$ cat config.mk
export PLATFORM = sky130hd
export DESIGN_NAME = ddr2_if_ex_lfsr_seq
export DESIGN_NICKNAME = d
export VERILOG_FILES = /design/src/rtl/ddr2_if_ex_lfsr_seq.sv
export SDC_FILE = /design/constraint.sdc
export NUM_CORES = 1
export LEC_CHECK = 0
export ABC_AREA = 1
export CAP_MARGIN = 20
export CORE_MARGIN = 5
export CORE_UTILIZATION = 42
export DETAILED_ROUTE_END_ITERATION = 12
export PLACE_DENSITY = 0.76
export SYNTH_ARGS = -nofsm -noshare
export SYNTH_HDL_FRONTEND = slang
export SYNTH_SLANG_ARGS = --single-unit
$ cat constraint.sdc
create_clock -name clk -period 1.6 [get_ports clk]
set_input_delay 0.32 -clock clk [delete_from_list [all_inputs] [get_ports clk]]
set_output_delay 0.32 -clock clk [all_outputs]
set_load 0.02 [all_outputs]
$ cat src/rtl/ddr2_if_ex_lfsr_seq.sv
// Write/readback sequencer for the DDR2 example driver's external LFSR pattern generator.
// Writes BEATS beats from a seeded LFSR, then reloads the seed and checks read data beat by beat.
module ddr2_if_ex_lfsr_seq #(
  parameter int               BEATS = 16,
  parameter logic [31:0]      SEED  = 32
) (
  input  logic       clk,
  input  logic       reset_n,
  input  logic       start,
  input  logic       use_seed,
  input  logic [7:0] seed_in,
  input  logic       abort,
  output logic       lfsr_enable,
  output logic       lfsr_pause,
  output logic       lfsr_load,
  output logic [7:0] lfsr_ldata,
  input  logic [7:0] lfsr_data,
  output logic       wr_req,
  input  logic       wr_ready,
  output logic [7:0] wr_data,
  input  logic       rd_valid,
  input  logic [7:0] rd_data,
  output logic       busy,
  output logic       done,
  output logic       pass,
  output logic [7:0] err_count,
  output logic [7:0] first_err
);

  typedef enum logic [2:0] {IDLE, WLOAD, WRITE, RLOAD, READ, DONE} state_t;

  localparam logic [7:0] LAST = 8'(BEATS - 1);

  state_t     state;
  logic [7:0] beat_cnt;
  logic [7:0] seed_q;
  logic       err_seen;

  always_ff @(posedge clk) begin
    if (!reset_n) begin
      state     <= IDLE;
      beat_cnt  <= 8'h00;
      seed_q    <= SEED[7:0];
      err_count <= 8'h00;
      first_err <= 8'h00;
      err_seen  <= 1'b0;
    end else if (abort) begin
      state     <= IDLE;
      beat_cnt  <= 8'h00;
      err_count <= 8'h00;
      first_err <= 8'h00;
      err_seen  <= 1'b0;
    end else begin
      case (state)
        IDLE, DONE: begin
          if (start) begin
            state     <= WLOAD;
            seed_q    <= use_seed ? seed_in : SEED[7:0];
            beat_cnt  <= 8'h00;
            err_count <= 8'h00;
            first_err <= 8'h00;
            err_seen  <= 1'b0;
          end
        end
        WLOAD: state <= WRITE;
        WRITE: begin
          if (wr_ready) begin
            if (beat_cnt == LAST) begin
              beat_cnt <= 8'h00;
              state    <= RLOAD;
            end else begin
              beat_cnt <= beat_cnt + 8'h01;
            end
          end
        end
        RLOAD: state <= READ;
        READ: begin
          if (rd_valid) begin
            if (rd_data != lfsr_data) begin
              if (err_count != 8'hFF) err_count <= err_count + 8'h01;
              if (!err_seen) begin
                first_err <= beat_cnt;
                err_seen  <= 1'b1;
              end
            end
            if (beat_cnt == LAST) begin
              beat_cnt <= 8'h00;
              state    <= DONE;
            end else begin
              beat_cnt <= beat_cnt + 8'h01;
            end
          end
        end
        default: state <= IDLE;
      endcase
    end
  end

  // Pause follows the handshake directly so the LFSR steps exactly once per accepted beat.
  always_comb begin
    lfsr_enable = 1'b0;
    lfsr_load   = 1'b0;
    lfsr_pause  = 1'b0;
    wr_req      = 1'b0;
    busy        = 1'b0;
    done        = 1'b0;
    case (state)
      WLOAD, RLOAD: begin
        lfsr_enable = 1'b1;
        lfsr_load   = 1'b1;
        busy        = 1'b1;
      end
      WRITE: begin
        lfsr_enable = 1'b1;
        wr_req      = 1'b1;
        lfsr_pause  = !wr_ready;
        busy        = 1'b1;
      end
      READ: begin
        lfsr_enable = 1'b1;
        lfsr_pause  = !rd_valid;
        busy        = 1'b1;
      end
      DONE:    done = 1'b1;
      default: ;
    endcase
  end

  assign lfsr_ldata = seed_q;
  assign wr_data    = lfsr_data;
  assign pass       = done && (err_count == 8'h00);

endmodule

== Word-level counts from Yosys, hierarchy flattened ==
Cells that the tools add are included.

* Bitwise gates (word level): 2
* Divide/modulo/power cells: 0
* Magnitude comparators: 0
* Equal/unequal tests: 16
* Add/sub/neg operators: 2
* Shift operators: 0
* $mul: 0
* Reduce and logical (&&, ||, !) cells: 17
* Multiplexer cells: 29

{| class="wikitable"
|+ Operators with widths
! cell !! number
|-
| 2-to-1 mux 8 bit || 11
|-
| case mux 8 bit (2 select lines) || 2
|-
| case mux 8 bit (3 select lines) || 1
|-
| adder 8 x 1 -> 8 bit (second input constant) || 2
|-
| != test 2 bit (second input constant) || 8
|-
| 2-to-1 mux 3 bit || 5
|-
| case mux 3 bit (5 select lines) || 1
|-
| AND reduction 5 bit || 3
|-
| equality test 8 x 4 -> 1 bit (second input constant) || 1
|-
| logical NOT 8 bit || 1
|-
| != test 8 bit || 1
|-
| != test 8 bit (second input constant) || 1
|-
| AND reduction 4 bit || 2
|-
| 2-to-1 mux 1 bit || 7
|-
| equality test 3 x 2 -> 1 bit (second input constant) || 2
|-
| equality test 3 bit (second input constant) || 2
|-
| OR reduction 2 bit || 3
|-
| case mux 1 bit (2 select lines) || 2
|-
| OR reduction 4 bit || 1
|-
| equality test 3 x 1 -> 1 bit (second input constant) || 1
|-
| logical NOT 3 bit || 1
|-
| AND reduction 3 bit || 1
|-
| nonzero test 3 bit || 1
|-
| logical NOT 1 bit || 2
|-
| 3 further kinds || 4
|}

* Latch bits: 0
* Flip-flop bits (word level): 36
* Word-level logic and storage cells: 72
* Memories: 0
* Bits of input ports: 31
* Bits in read-only memories: 0
* Memory bits (writable): 0
* Output and inout port bits: 39

== Logic depth before layout (Yosys ltp) ==
Gate-level depths: netlist of the first run.

* Word-level depth: 5
* Gate-level depth with buffers: 12
* Gate-level depth less buffers: 10

== Worst setup path before layout of the first run ==
Ideal clock, no wire load.

* Path kind: register to output
* Start point: register state[2]
* End point: output port pass
* Data required time: 1.280 ns
* Path slack: -0.269 ns
* Buffers on the path: 0
* Stages on the path, launching flop included: 4
* Arrival time: 1.549 ns
* Cells stage by stage: dfxtp_1 -> inv_1 -> nor3_1 -> nor3b_1

* Longest elaborated chain between the ends: 3

{| class="wikitable"
|+ RTL lines
! what !! RTL line !! source
|-
| start: declaration || 34 || <nowiki>state_t state;</nowiki>
|-
| start signal: assignment || 41 || <nowiki>state <= IDLE;</nowiki>
|-
| start signal: assignment || 48 || <nowiki>state <= IDLE;</nowiki>
|-
| start signal: assignment || 57 || <nowiki>state <= WLOAD;</nowiki>
|-
| equality test 3 bit || 107 || <nowiki>case (state)</nowiki>
|-
| 2-to-1 mux 1 bit || 107 ||
|-
| named net done || 24 || <nowiki>output logic done,</nowiki>
|-
| logical AND 1 bit || 131 || <nowiki>assign pass = done && (err_count == 8'h00);</nowiki>
|-
| end: declaration || 25 || <nowiki>output logic pass,</nowiki>
|}

The timed path passes the listed nets, and every way through them passes these cells.

== Worst setup path after layout of the first run ==
* Start point: register state[1]
* End point: output port pass

* Longest elaborated chain between the ends: 3

{| class="wikitable"
|+ RTL lines
! what !! RTL line
|-
| equality test 3 bit || 107
|-
| 2-to-1 mux 1 bit || 107
|-
| logical AND 1 bit || 131
|}

No other way between the ends.

==> flow_metrics.py, run 1 <==
metrics = {
    "timing": {
        "clock_skew_ns": 0.00570,
        "slew_headroom_pct": 75.8,
        "finalHoldViolations": 0,
        "maxSlewViolCount": 0,
        "period_needed_ns": 1.61,
        "fmax_mhz": 619,
        "setup_ws_ns": -0.0144,
        "period_share_pct": 101,
        "fin_setup_tns_ns": -0.0446,
        "setup_viol": 6,
        "hold_ws_ns": 0.469,
        "rsz0062_at_grt": "true",
        "worst_pin_slew_ns": 0.361,
    },
    "drt": {
        "vias": 2496,
        "detail_route.vias_per_cell": 4.88,
        "firstDrtPassIters": 4,
        "drc": 0,
        "drt-total-wl_um": 6460,
        "detail_route.wl_per_cell_um": 12.6,
        "drt_iter0_drc": 135,
        "ant_nets": 0,
    },
    "layout": {
        "layout.nets": 474,
        "fillCellCount": 424,
        "syn2layout_area_growth_pct": 66.4,
        "layoutNonFillerInstCount": 511,
        "stdcell_area_mm2": 0.00369,
        "antenna_cells": 0,
        "utilization_pct": 72.2,
        "drive_above_1_share_pct": 33.1,
    },
    "logic_synthesis": {
        "synth_top_family_by_area": "simple AND/OR/NAND/NOR gates",
        "syn_avg_cell_area_um2": 6.70,
        "synth_compound_area_share_pct": 11.5,
        "yosys_warnings": 0,
        "netlist_top_cells_area": "dfxtp_1 (33%), nand2_1 (14%), inv_1 (6.9%)",
        "synth_area_mm2": 0.00222,
        "synth-xor-area-share_pct": 3.56,
        "syn-num-nets": 365,
        "synth_cells": 331,
        "synth_area_leader_cell": "dfxtp_1",
        "synth.area.mux_share_pct": 0,
        "ys_seq_area_share_pct": 32.5,
        "ys_types": 32,
        "yosys.area_share.adder_pct": 1.69,
        "synth-simple-area-share_pct": 37.7,
        "ys_ff_latch": 36,
        "synth_top_area_share_pct": 32.5,
    },
    "worst_setup_path": {
        "rrSetupSlack_ns": -0.01,
        "cp_data_arrival_time_ns": 1.29,
        "worst_setup_path_start_kind": "flip-flop",
        "cp-end-kind": "output port",
        "r2r_cells": 10,
        "cp-startpoint": "state[1]",
        "reg2reg_from": "state[2]",
        "crit_required_ns": 1.28,
        "crit_type": "reg2out",
        "cp_max_fo": 3,
        "worstReg2RegEnd": "beat_cnt[2]",
    },
    "clocking": {
        "cts-root-buf": "clkbuf_8",
        "clock-sinks": 36,
        "clk_latency_ns": 0.29,
        "cts_max_level": 2,
        "cts_hold_buffers": 0,
        "cts_tree": "done",
        "clockBufferDepth": 2,
        "cts-buffers-inserted": 5,
        "clk_pin_slew_ns": 0.07,
    },
    "global_routing": {
        "grt_overflow": 0,
        "grt_pass1_vias": 2437,
        "grt_use_total_pct": 18.6,
        "grt_max_degree": 17,
        "grt_first_pass_wirelength_um": 9950,
        "antenna_found_initial": 0,
    },
    "die": {
        "die_w_um": 82.7,
        "row_count": 26,
        "pin_count": 70,
        "core_mm2": 0.00511,
        "die-height_um": 82.7,
        "start_util_pct": 43.4,
        "fp.dieArea_mm2": 0.00683,
    },
    "placement": {
        "gp_congestion": 0.822,
        "place_ws_ns": -0.371,
        "hpwl_um": 4470,
        "port_buffers": 69,
        "postPlaceCellArea_mm2": 0.00326,
        "dp_cells": 499,
    },
    "hold_path": {
        "min-delay-start": "lfsr_ldata[0]",
        "whs_path_depth": 2,
        "min_to": "lfsr_ldata[0]",
        "hold_path_class": "reg2reg",
    },
    "status": {
        "violations": "negative setup slack",
        "status": "finished, violations left",
    },
    "power_and_ir_drop": {
        "peakVddDrop_mv": 0.626,
        "p_per_area_mw_per_mm2": 671,
        "leakage_nw": 1.64,
        "total_power_mw": 2.47,
    },
    "run": {
        "cap_violations": 0,
    },
}
state kept, by name, summed over array words and instances, names as in the netlist:
register / flops
err_seen: 1
err_count: 8
lfsr_ldata: 8
beat_cnt: 8
first_err: 8
state: 3
per-layer routing:
layer | wire (µm) | share of wire, % | track usage (%) | vias up
met1 | 2650 | 41 | 21.2 | 1135
met3 | 518 | 8.0 | 5.53 | 10
met2 | 3200 | 49 | 32.9 | 94
met4 | 95 | 1.5 | 6.21 | 0
li1 | - | - | - | 1257
met5 | 0 | 0 | 0 | -
critical path, cell delays in order, from the launching register on:
cell     delay, ns
dfxtp_2       0.33
buf_6         0.13
nor3_4        0.20
nor3b_2       0.19
buf_4         0.16
layout by cell type (no fill, tap or decap), drive strengths merged, types with 10 or more instances in the layout:
cell type / n
dfxtp: 36
clkdlybuf4s50: 41
nand3: 22
a21oi: 32
inv: 44
buf: 54
o21ai: 10
nor2: 44
nand2: 93
dlygate4sd2: 17
cells in the mapped netlist:
| library cell | number |
|---|---|
| nand3_1 | 18 |
| clkbuf_1 | 4 |
| buf_4 | 9 |
| nand3_4 | 1 |
| nand2_1 | 82 |
| a21oi_1 | 29 |
| xnor2_1 | 6 |
| nor3_1 | 6 |
| nand3_2 | 2 |
| inv_1 | 41 |
| nor2_2 | 2 |
| ha_1 | 3 |
| dfxtp_1 | 36 |
| nand4_1 | 7 |
| inv_2 | 4 |
| o21ai_0 | 3 |
| nor2_4 | 2 |
| nor3_2 | 1 |
| nand2_2 | 8 |
| o21ai_2 | 3 |
| nand2_8 | 1 |
| xor2_1 | 3 |
| o21bai_1 | 2 |
| nor2_1 | 40 |
| nor3_4 | 1 |
| clkinv_1 | 1 |
| nand2_4 | 2 |
| nor3b_1 | 3 |
| o21a_1 | 1 |
| o21ai_1 | 4 |
| a21oi_2 | 3 |
| buf_6 | 3 |
where the power goes:
group / total [mW] / switching [mW] / leakage, nW / internal [mW]
Combinational: 0.836 / 0.445 / 1.30 / 0.391
Sequential: 0.954 / 0.0243 / 0.294 / 0.930
Clock: 0.685 / 0.335 / 0.0445 / 0.350
Total: 2.47 / 0.804 / 1.64 / 1.67
worst max-delay path by stage:
| stage | slack, ns | to | cells after the start |
|---|---|---|---|
| finish | -0.01 | pass | 4 |
| global route | -0.1 | beat_cnt[7] | 10 |
| CTS | -0.04 | pass | 4 |
| detailed placement | -0.37 | lfsr_pause | 5 |
| global placement | -0.37 | lfsr_pause | 5 |
| floorplan | 0.02 | err_count[2] | 11 |
logic make-up (layout without fill, tap and decap cells):
family / Yosys count / count (layout)
fa+ha+maj: 3 / 3
flops: 36 / 36
simple gates: 176 / 177
xor+xnor: 9 / 9
compound gates: 45 / 45
buf+inv: 62 / 171
what timing repair did:
item | CTS | global route
endpoints found under the setup margin | 57 | 46
setup buffers | 3 | 1
resized for setup | 66 | 75
cloned | 1 | 0
pin swaps | 9 | 32
cell type report:
| cell class | instances | area (µm²) | share of cell area [%] |
|---|---|---|---|
| clock buffer | 7 | 86.3 | 2.34 |
| tap | 70 | 87.6 | 2.37 |
| sequential | 36 | 729 | 19.8 |
| multi-input combinational | 234 | 1470 | 39.9 |
| clock inverter | 1 | 7.51 | 0.204 |
| timing repair buffer | 117 | 1120 | 30.3 |
| inverter | 46 | 188 | 5.09 |
No activity file was read; power rests on OpenSTA's default activity.
==> inputs of run 2 (changes only) <==
- SKIP_CTS_REPAIR_TIMING: not set -> 1
==> flow_metrics.py, run 2 (synthesis results as in run 1) <==
metrics = {
    "drt": {
        "drt-total-wl_um": 6380,
        "drt_iter0_drc": 124,
        "drc": 0,
        "vias": 2514,
        "detail_route.wl_per_cell_um": 12.4,
        "ant_nets": 0,
        "firstDrtPassIters": 4,
        "detail_route.vias_per_cell": 4.90,
    },
    "die": {
        "fp.dieArea_mm2": 0.00683,
        "pin_count": 70,
        "core_mm2": 0.00511,
        "start_util_pct": 43.4,
        "die-height_um": 82.7,
        "row_count": 26,
        "die_w_um": 82.7,
    },
    "clocking": {
        "clk_latency_ns": 0.29,
        "cts_max_level": 2,
        "cts-buffers-inserted": 5,
        "clk_pin_slew_ns": 0.07,
        "cts_tree": "done",
        "cts-root-buf": "clkbuf_8",
        "clockBufferDepth": 2,
        "clock-sinks": 36,
    },
    "status": {
        "violations": "negative setup slack",
        "status": "finished, violations left",
    },
    "timing": {
        "period_needed_ns": 1.71,
        "hold_ws_ns": 0.478,
        "rsz0062_at_grt": "true",
        "finalHoldViolations": 0,
        "worst_pin_slew_ns": 0.457,
        "setup_ws_ns": -0.105,
        "clock_skew_ns": 0.00671,
        "fin_setup_tns_ns": -0.220,
        "setup_viol": 5,
        "period_share_pct": 107,
        "slew_headroom_pct": 69.4,
        "maxSlewViolCount": 0,
        "fmax_mhz": 586,
    },
    "global_routing": {
        "grt_max_degree": 17,
        "grt_overflow": 0,
        "grt_first_pass_wirelength_um": 9370,
        "grt-busiest-layer": "met2",
        "grt_use_total_pct": 17.4,
        "grt_use_met2_pct": 31.3,
        "grt_pass1_vias": 2338,
        "antenna_found_initial": 0,
        "use_met3_pct": 5.64,
        "grtUsageMet1_pct": 19.4,
    },
    "worst_setup_path": {
        "cpLargestDelayFamily": "simple AND/OR/NAND/NOR gates",
        "crit_type": "reg2out",
        "cp_slowest_cell": "dfxtp_2",
        "worst_setup_path_start_kind": "flip-flop",
        "crit_chain": "buf_4, nor3_2, nor3b_2, clkbuf_2",
        "cp-end-kind": "output port",
        "max_stage_delay_ns": 0.33,
        "cp_data_arrival_time_ns": 1.39,
        "cp_max_fo": 3,
        "crit_required_ns": 1.28,
        "critPathBufInv": 2,
    },
    "placement": {
        "port_buffers": 69,
        "place_ws_ns": -0.371,
        "dp_cells": 499,
        "hpwl_um": 4470,
        "gp_congestion": 0.822,
    },
    "layout": {
        "fillCellCount": 406,
        "layout.nets": 476,
        "antenna_cells": 0,
        "utilization_pct": 72.6,
        "layout_common_cells": "nand2_1 (74), clkdlybuf4s50_1 (41), inv_1 (38)",
        "syn2layout_area_growth_pct": 67.3,
        "final_common_cell": "nand2_1",
        "layoutNonFillerInstCount": 513,
        "drive_above_1_share_pct": 31.2,
    },
    "power_and_ir_drop": {
        "peakVddDrop_mv": 0.626,
        "leakage_nw": 1.81,
        "p_per_area_mw_per_mm2": 660,
    },
    "hold_path": {
        "hold_path_class": "reg2reg",
    },
    "run": {
        "cap_violations": 0,
    },
}
-- run 2: layer usage --
layer / routed length, µm / up-vias / part of all wire [%]
met2: 3190 / 95 / 50
li1: - / 1258 / -
met1: 2590 / 1151 / 41
met4: 79 / 0 / 1.2
met3: 517 / 10 / 8.1
met5: 0 / - / 0
-- run 2: path summary, 6_finish.rpt --
path	end	slack (ns)	start	depth (start not counted)
min	lfsr_ldata[1]	0.48	lfsr_ldata[1]	2
max reg2reg	beat_cnt[3]	-0.02	state[2]	11
min reg2reg	lfsr_ldata[1]	0.48	lfsr_ldata[1]	2
max	pass	-0.11	state[1]	4
-- run 2: cell type report --
cell class                 instances  area, µm²  share of cell area, %
tap                               70       87.6                   2.36
clock buffer                       7       86.3                   2.33
clock inverter                     1       7.51                  0.202
inverter                          46        185                   4.99
multi-input combinational        234       1430                   38.6
sequential                        36        729                   19.7
timing repair buffer             119       1180                   31.8
-- run 2: tightest hold or removal path, cell delays in order, from the launching register on --
cell and delay [ns]:
dfxtp_1 0.31, nand2_1 0.08, a21oi_2 0.05
-- run 2: per-stage QoR --
step                power, mW  area [µm²]
finish                   2.45        3710
global route             2.58        3710
CTS                      2.37        3350
detailed placement       1.69        3260
global placement         1.67        3260
floorplan                1.37        2230
-- run 2: report_power, final --
part           total (mW)  switching (mW)  internal, mW  leakage [nW]
combinational       0.807           0.426         0.381          1.47
clock               0.690           0.339         0.350        0.0445
sequential          0.952          0.0229         0.930         0.294
